**config.mk**
```make
export PLATFORM = sky130hd
export DESIGN_NAME = vga_sprite_painter
export DESIGN_NICKNAME = d
export VERILOG_FILES = /design/src/rtl/vga_pkg.sv /design/src/rtl/sprite_pos_ctrl.sv /design/src/rtl/vga_sprite_painter.sv
export SDC_FILE = /design/constraint.sdc
export NUM_CORES = 1
export LEC_CHECK = 0
export ABC_CLOCK_PERIOD_IN_PS = 4950
export CAP_MARGIN = 20
export CORE_ASPECT_RATIO = 1.75
export CORE_UTILIZATION = 30
export DETAILED_ROUTE_END_ITERATION = 8
export SYNTH_ARGS = -nofsm -noshare
export SYNTH_HDL_FRONTEND = slang
export SYNTH_SLANG_ARGS = --single-unit
```
**constraint.sdc**
```tcl
create_clock -name clock -period 4.95 [get_ports clock]
set_clock_uncertainty 0.05 [all_clocks]
set_input_delay 0.99 -clock clock [delete_from_list [all_inputs] [get_ports clock]]
set_output_delay 0.99 -clock clock [all_outputs]
set_load 0.03 [all_outputs]
```
**src/rtl/vga_pkg.sv**
```systemverilog
// Shared types and timing constants for the VGA colour path.
// H_ACTIVE/V_ACTIVE are also used by the timing controller.
package vga_pkg;

   localparam int H_ACTIVE = 640;
   localparam int V_ACTIVE = 480;

   typedef struct packed {
      logic [7:0] r;
      logic [7:0] g;
      logic [7:0] b;
   } rgb_t;

   typedef enum logic [1:0] {
      UP    = 2'd0,
      DOWN  = 2'd1,
      LEFT  = 2'd2,
      RIGHT = 2'd3
   } dir_t;

   typedef enum logic {
      IDLE    = 1'b0,
      PENDING = 1'b1
   } cmd_state_t;

   // Move pos by step towards zero (neg=1) or up to limit (neg=0).
   // The arithmetic saturates at both ends instead of wrapping.
   function automatic logic [9:0] step_clamp(input logic [9:0] pos,
                                             input logic neg,
                                             input logic [10:0] step,
                                             input logic [10:0] limit);
      logic [10:0] wide;
      wide = {1'b0, pos};
      if (neg) begin
         return (wide < step) ? 10'd0 : 10'(wide - step);
      end
      return ((wide + step) > limit) ? limit[9:0] : 10'(wide + step);
   endfunction

endpackage

```
**src/rtl/sprite_pos_ctrl.sv**
```systemverilog
// Sprite position controller: accepts direction commands into a shadow
// position and publishes it as the active position at the next frame start.
module sprite_pos_ctrl #(
   parameter int H_ACTIVE    = vga_pkg::H_ACTIVE,
   parameter int V_ACTIVE    = vga_pkg::V_ACTIVE,
   parameter int SPRITE_SIZE = 32,
   parameter int STEP        = 32
) (
   input  logic       clock,
   input  logic       reset,
   input  logic       pix_en,
   input  logic       frame_start,
   input  logic       cmd_valid,
   input  logic [1:0] cmd_dir,
   output logic       cmd_ready,
   output logic [9:0] sx,
   output logic [9:0] sy
);
   import vga_pkg::*;

   localparam logic [10:0] X_MAX  = 11'(H_ACTIVE - SPRITE_SIZE);
   localparam logic [10:0] Y_MAX  = 11'(V_ACTIVE - SPRITE_SIZE);
   localparam logic [10:0] STEP_W = 11'(STEP);

   cmd_state_t state;
   cmd_state_t state_next;
   dir_t       dir;
   logic       accept;
   logic       commit;
   logic [9:0] shadow_x;
   logic [9:0] shadow_y;
   logic [9:0] shadow_x_next;
   logic [9:0] shadow_y_next;

   assign dir = dir_t'(cmd_dir);

   always_ff @(posedge clock or posedge reset) begin
      if (reset) begin
         state     <= IDLE;
         cmd_ready <= 1'b1;
      end else begin
         state     <= state_next;
         cmd_ready <= (state_next == IDLE);
      end
   end

   // Only one move may be in flight; a command seen on the commit cycle is ignored.
   always_comb begin
      state_next = state;
      accept     = 1'b0;
      commit     = 1'b0;
      case (state)
         IDLE: begin
            if (cmd_valid) begin
               accept     = 1'b1;
               state_next = PENDING;
            end
         end
         PENDING: begin
            if (pix_en && frame_start) begin
               commit     = 1'b1;
               state_next = IDLE;
            end
         end
      endcase
   end

   // In IDLE the shadow always equals the active position, so it is the base.
   always_comb begin
      shadow_x_next = shadow_x;
      shadow_y_next = shadow_y;
      case (dir)
         UP:    shadow_y_next = step_clamp(shadow_y, 1'b1, STEP_W, Y_MAX);
         DOWN:  shadow_y_next = step_clamp(shadow_y, 1'b0, STEP_W, Y_MAX);
         LEFT:  shadow_x_next = step_clamp(shadow_x, 1'b1, STEP_W, X_MAX);
         RIGHT: shadow_x_next = step_clamp(shadow_x, 1'b0, STEP_W, X_MAX);
      endcase
   end

   always_ff @(posedge clock or posedge reset) begin
      if (reset) begin
         shadow_x <= '0;
         shadow_y <= '0;
         sx       <= '0;
         sy       <= '0;
      end else begin
         if (accept) begin
            shadow_x <= shadow_x_next;
            shadow_y <= shadow_y_next;
         end
         if (commit) begin
            sx <= shadow_x;
            sy <= shadow_y;
         end
      end
   end

endmodule

```
**src/rtl/vga_sprite_painter.sv**
```systemverilog
// Two-stage pixel colour pipeline: grid background plus one movable sprite,
// with sync/blank delayed alongside so colour stays aligned to timing.
module vga_sprite_painter #(
   parameter int          H_ACTIVE     = vga_pkg::H_ACTIVE,
   parameter int          V_ACTIVE     = vga_pkg::V_ACTIVE,
   parameter int          CELL_LOG2    = 5,
   parameter int          SPRITE_SIZE  = 32,
   parameter int          STEP         = 32,
   parameter logic [23:0] BG_COLOR     = 24'h102040,
   parameter logic [23:0] GRID_COLOR   = 24'h808080,
   parameter logic [23:0] SPRITE_COLOR = 24'hFF2000
) (
   input  logic       clock,
   input  logic       reset,
   input  logic       pix_en,
   input  logic [9:0] x,
   input  logic [9:0] y,
   input  logic       blank_in,
   input  logic       hsync_in,
   input  logic       vsync_in,
   input  logic       frame_start,
   input  logic       cmd_valid,
   input  logic [1:0] cmd_dir,
   output logic       cmd_ready,
   output logic [7:0] r,
   output logic [7:0] g,
   output logic [7:0] b,
   output logic       hsync,
   output logic       vsync,
   output logic       blank
);
   import vga_pkg::*;

   localparam logic [10:0] SIZE_W = 11'(SPRITE_SIZE);

   logic [9:0]  sx;
   logic [9:0]  sy;
   logic [10:0] x_w;
   logic [10:0] y_w;
   logic [10:0] sx_w;
   logic [10:0] sy_w;
   logic        hit_sprite;
   logic        hit_grid;
   logic        hit_sprite_q;
   logic        hit_grid_q;
   logic        blank_q;
   logic        hsync_q;
   logic        vsync_q;
   rgb_t        pixel;

   sprite_pos_ctrl #(
      .H_ACTIVE    (H_ACTIVE),
      .V_ACTIVE    (V_ACTIVE),
      .SPRITE_SIZE (SPRITE_SIZE),
      .STEP        (STEP)
   ) u_pos (
      .clock       (clock),
      .reset       (reset),
      .pix_en      (pix_en),
      .frame_start (frame_start),
      .cmd_valid   (cmd_valid),
      .cmd_dir     (cmd_dir),
      .cmd_ready   (cmd_ready),
      .sx          (sx),
      .sy          (sy)
   );

   // 11-bit compares so sx+SPRITE_SIZE cannot wrap near the right/bottom edge.
   assign x_w  = {1'b0, x};
   assign y_w  = {1'b0, y};
   assign sx_w = {1'b0, sx};
   assign sy_w = {1'b0, sy};

   assign hit_sprite = (x_w >= sx_w) && (x_w < (sx_w + SIZE_W)) &&
                       (y_w >= sy_w) && (y_w < (sy_w + SIZE_W));
   assign hit_grid   = (x[CELL_LOG2-1:0] == '0) || (y[CELL_LOG2-1:0] == '0);

   always_ff @(posedge clock or posedge reset) begin
      if (reset) begin
         hit_sprite_q <= 1'b0;
         hit_grid_q   <= 1'b0;
         blank_q      <= 1'b0;
         hsync_q      <= 1'b0;
         vsync_q      <= 1'b0;
      end else if (pix_en) begin
         hit_sprite_q <= hit_sprite;
         hit_grid_q   <= hit_grid;
         blank_q      <= blank_in;
         hsync_q      <= hsync_in;
         vsync_q      <= vsync_in;
      end
   end

   always_comb begin
      pixel = '0;
      if (blank_q) begin
         if (hit_sprite_q) begin
            pixel = rgb_t'(SPRITE_COLOR);
         end else if (hit_grid_q) begin
            pixel = rgb_t'(GRID_COLOR);
         end else begin
            pixel = rgb_t'(BG_COLOR);
         end
      end
   end

   always_ff @(posedge clock or posedge reset) begin
      if (reset) begin
         r     <= '0;
         g     <= '0;
         b     <= '0;
         hsync <= 1'b0;
         vsync <= 1'b0;
         blank <= 1'b0;
      end else if (pix_en) begin
         r     <= pixel.r;
         g     <= pixel.g;
         b     <= pixel.b;
         hsync <= hsync_q;
         vsync <= vsync_q;
         blank <= blank_q;
      end
   end

endmodule

```
=== Yosys cells after proc, flatten, opt, wreduce, memory -nomap -nowiden ===
Index checks and enable logic that the tools add are counted.

* Bits in registers: 74
* Input port bits: 30
* Word-level logic and storage cells: 67

* Add/subtract/negate cells: 6
* Magnitude comparators: 8
* Equal/unequal tests: 3
* Muxes and demuxes: 19
* Bitwise gates (word level): 2
* Reductions and logical operators: 12

{| class="wikitable"
|+ Operator list
! operator !! number
|-
| $mux 24 || 3
|-
| $mux 10 || 6
|-
| $add 10x6->11 const B || 4
|-
| $pmux 10 s2 || 2
|-
| $lt 10x11->1 || 2
|-
| $ge 10x10->1 || 2
|-
| $lt 10x6->1 const B || 2
|-
| $sub 10x6->10 const B || 2
|-
| $gt 11x10->1 const B || 1
|-
| $gt 11x9->1 const B || 1
|-
| $logic_not 5->1 || 2
|-
| $mux 1 || 7
|-
| $eq 2x2->1 const B || 2
|-
| $logic_and 1x1->1 || 4
|-
| $reduce_and 2->1 || 2
|-
| $reduce_bool 2->1 || 2
|-
| $eq 2x1->1 const B || 1
|-
| $logic_not 2->1 || 1
|-
| $not 1->1 || 2
|-
| $pmux 1 s2 || 1
|-
| $logic_or 1x1->1 || 1
|}

=== Depth between registers and ports, before layout ===
* Depth in word-level cells: 5
* Gate-level depth with buffers: 8

=== Modules after synthesis ===
A second synthesis with hierarchy kept.

* Cells, all modules: 352
* Area, all modules: 3,010.4 µm²

{| class="wikitable"
|+ Modules (own cells, without submodules)
! module !! times used !! cells an instance !! area an instance (µm²) !! sequential area each (µm²)
|-
| vga_sprite_painter || 1 || 189 || 1,570.3 || 325.3
|-
| sprite_pos_ctrl || 1 || 163 || 1,440.1 || 551.8
|}

=== Least setup slack after synthesis ===
OpenSTA, ideal clock, no wires.

* Kind: input-to-reg
* From: in x[5]
* To: reg hit_sprite_q
* Arrival: 2,007 ps
* Data required time: 4,780 ps
* Path slack: 2,773 ps
* Stages: 6
* Path buffers: 0
* Cell sequence: ha_1 -> o211ai_1 -> a21oi_1 -> a211oi_1 -> a211oi_1 -> a31o_2

* Cells in the longest elaborated chain, start to end: 4
* Elaborated cells between the ends (all ways): 5

{| class="wikitable"
|+ RTL lines
! item !! line !! source
|-
| start: declaration || vga_sprite_painter.sv:16 || <nowiki>input logic [9:0] x,</nowiki>
|-
| $lt 10x11->1 or $ge 10x10->1 (tied branches) || vga_sprite_painter.sv:74 || <nowiki>assign hit_sprite = (x_w >= sx_w) && (x_w < (sx_w + SIZE_W)) &&</nowiki>
|-
| $logic_and 1x1->1 * (2 in series) || vga_sprite_painter.sv:74 ||
|-
| $logic_and 1x1->1 * || vga_sprite_painter.sv:75 || <nowiki>(y_w >= sy_w) && (y_w < (sy_w + SIZE_W));</nowiki>
|-
| end signal: assignment || vga_sprite_painter.sv:86 || <nowiki>hit_sprite_q <= hit_sprite;</nowiki>
|-
| end: declaration || vga_sprite_painter.sv:44 || <nowiki>logic hit_sprite_q;</nowiki>
|}

Every way passes the cells marked *; elsewhere a longest branch is shown, timed or not.
A chain may end at the register's enable or synchronous reset.

=== Final worst setup path ===
* From: in pix_en
* To: reg u_pos.sx[7]

* Cells in the longest elaborated chain, start to end: 3

{| class="wikitable"
|+ RTL lines
! item !! line !! source
|-
| start: declaration || vga_sprite_painter.sv:15 || <nowiki>input logic pix_en,</nowiki>
|-
| $logic_and 1x1->1 || sprite_pos_ctrl.sv:60 || <nowiki>if (pix_en && frame_start) begin</nowiki>
|-
| $mux 1 || sprite_pos_ctrl.sv:60 ||
|-
| $mux 1 || sprite_pos_ctrl.sv:52 || <nowiki>case (state)</nowiki>
|-
| end signal: assignment || sprite_pos_ctrl.sv:92 || <nowiki>sx <= shadow_x;</nowiki>
|-
| end: declaration || sprite_pos_ctrl.sv:16 || <nowiki>output logic [9:0] sx,</nowiki>
|}

No other way between the ends.

==> reports/metrics.cfg <==
[power]
power.internal_uw = 871.1
vdd_drop_max_uv = 138.9
p_leak_nw = 1.344
power_frac_comb_pct = 45.8
p_sw_uw = 605.1
powerDensity_nw_per_um2 = 467.6
seq_power_share_pct = 34.2
power.share.switching_pct = 40.99
power_frac_clock_pct = 20.0

[floorplan]
io-pin-count = 58
die_x_microns = 72.19
fp.dieH_microns = 124.8
num_rows = 44
core-area_sq_um = 8313
die-area_sq_um = 9010
initial_utilization_pct = 31.11

[sta]
holdWs_ns = 0.4518
finalCritPeriodShare_pct = 57.34
hold_violations = 0
finalMaxSlewViolations = 0
worst_pin_slew_ns = 0.6857
rsz0062_at_grt = false
setup_viol_count_final = 0
setup-tns-final_ns = 0
relSlewSlack_pct = 54.14
fmax_mhz = 352.3
min_period_ns = 2.838

[route]
viasPerCell = 4.865
firstDrtPassIters = 4
drc_errors = 0
wl_per_cell_microns = 12.32
via_count = 2097
drt_iter0_markers = 67
ant_nets = 0
routed_wl_microns = 5308

[layout]
final_cell_mix = clkdlybuf4s50_1 (45), dfrtp_1 (34), ha_1 (27)
area_growth_pct = 22.06
final_common_cell = clkdlybuf4s50_1
layout-drive-gt1-share_pct = 9.177
multiInputGateArea_sq_um = 1444
n_fill_cell = 825
seq_area_sq_um = 877.1
finalNetCount = 372
diodes = 0

[placed_design]
portBuffers = 45
gp_congestion = 0.8417
hpwl_microns = 4281

[global_route]
grt_pass1_wl_microns = 9011
overflow = 0
antenna_found_initial = 0
track_usage_pct = 12.58
grt_pass1_vias = 2062
grt_max_degree = 27

[clock_network]
cts_buffer_depth = 2
h-tree-depth = 2
insertion_delay_ns = 0.28
cts_hold_buf = 0
cts_setup_buffers = 0
cts_root_buf = clkbuf_16
tritoncts = built
cts_buffers = 5
cts_resized = 0
clk_pin_slew_worst_paths_ns = 0.05
clock_sinks = 35

[setup_path]
critPathKind = in -> reg
worstPathRequired_ns = 5.06
cpMaxStageDelayCell = clkdlybuf4s50_1
crit_path_max_incr_delay_ns = 0.91
cp-end-kind = register
crit_arrival_ns = 2.95
cp_max_fo = 20
critical-path-top-delay-family = buffers and inverters
cp_num_buf_inv = 1
cp-start-kind = primary input
crit_chain = clkdlybuf4s50_1, nand3_1, mux2_2

[synthesis]
synth_top_area_share_pct = 32.90
synth_enable_flop_cells = 0
synth_top_area_cell = dfrtp_1
yosysSeqAreaShare_pct = 33.91
ys_types = 52
synthArstFlopShare_pct = 100.0
synth.area.top_cells = dfrtp_1 (33%), ha_1 (13%), buf_4 (6.1%), mux2_2 (5.2%), o21ai_0 (3.9%)
syn-instance-count = 281
syn_area_sq_um = 2586
synth.avg_cell_area_sq_um = 9.204
synthFlopType = dfrtp_1
ys_ff_latch = 35
yosys_warnings = 0

[run]
max_cap_violations = 0

[min_path]
hold_class = reg -> reg

[run_status]
status = complete, no violations

-- state kept, by name, indices dropped and copies added, names as in the netlist --
register / flops
r: 3
u_pos.sy: 5
blank_q: 1
b: 2
hit_grid_q: 1
u_pos.shadow_y: 5
hsync_q: 1
hit_sprite_q: 1
u_pos.state: 1
vsync: 1
vsync_q: 1
hsync: 1
u_pos.sx: 5
u_pos.cmd_ready: 1
u_pos.shadow_x: 5
blank: 1
-- kinds of logic after synthesis --
kind of cell,count (synthesis),share of synthesized area [%]
AND/OR/NAND/NOR,67,13.59
flip-flops,35,33.91
other,1,0.1450
XOR/XNOR,9,3.048
buffers and inverters,55,11.85
multiplexers,12,5.225
adder cells (fa/ha/maj),27,13.06
AO/OA/AOI/OAI,75,19.16
-- power by group through the flow --
stage / Clock [mW] / Combinational, mW / Sequential, mW
after floorplan: 0 / 0.576 / 0.459
after global placement: 0 / 0.673 / 0.506
after global routing: 0.318 / 0.768 / 0.527
after detailed placement: 0 / 0.686 / 0.510
final: 0.295 / 0.677 / 0.505
after CTS: 0.307 / 0.689 / 0.505
-- stage by stage --
step                area [sq um]  cells  util (%)  power [mW]  worst slack [ns]
floorplan                   2628    292         -       1.035             2.773
global placement            3017    423     36.29       1.179             1.867
detailed placement          3017    423     36.29       1.196             1.804
CTS                         3157    431     37.97       1.501             2.074
global route                3157    431     37.97       1.613             1.952
finish                      3157    431     37.97       1.476             2.112
-- synth_stat cells, types with 8 or more instances --
cell type and number:
buf_4 21, nor2_1 11, xnor2_1 8, nand2_1 20, a31oi_1 11, a21oi_1 8
o21ai_0 20, nand3_1 13, dfrtp_1 34, ha_1 27, mux2_2 12, inv_1 25
-- final cells by class --
class                      instances  share of cell area [%]
multi-input combinational        202                   45.74
sequential                        35                   27.78
timing repair buffer              46                   14.51
tap                              115                   4.558
clock buffer                       5                   3.964
inverter                          25                   2.973
clock inverter                     3                  0.4756
-- path summary, 6_finish.rpt --
path | startpoint | end | slack (ns) | cells past startpoint
max | pix_en | u_pos.sx[7]$_DFFE_PP0P_ | 2.11 | 3
min | blank$_DFFE_PP0P_ | blank$_DFFE_PP0P_ | 0.45 | 1
max reg2reg | u_pos.sy[5]$_DFFE_PP0P_ | hit_sprite_q$_DFFE_PP0P_ | 2.77 | 8
min reg2reg | blank$_DFFE_PP0P_ | blank$_DFFE_PP0P_ | 0.45 | 1
max in group asynchronous | reset | u_pos.cmd_ready$_DFF_PP1_ | 3.21 | 3
min in group asynchronous | reset | b[6]$_DFFE_PP0P_ | 0.94 | 2
-- worst reg2reg max path, stage by stage, from the launching register on --
cell,delay [ns]
dfrtp_1,0.44
ha_1,0.26
xnor2_1,0.13
ha_1,0.29
a21o_1,0.18
a31oi_1,0.19
o21ai_0,0.14
a211oi_1,0.26
a31o_2,0.19
-- per-layer routing --
layer	global-route usage, %	vias to the layer above	wire, microns
met5	0	-	0
met4	6.574	0	123
met3	1.942	9	240
met2	24.19	57	2951
met1	12.23	992	1992
li1	-	1039	-
(Power assumes the default switching activity.)
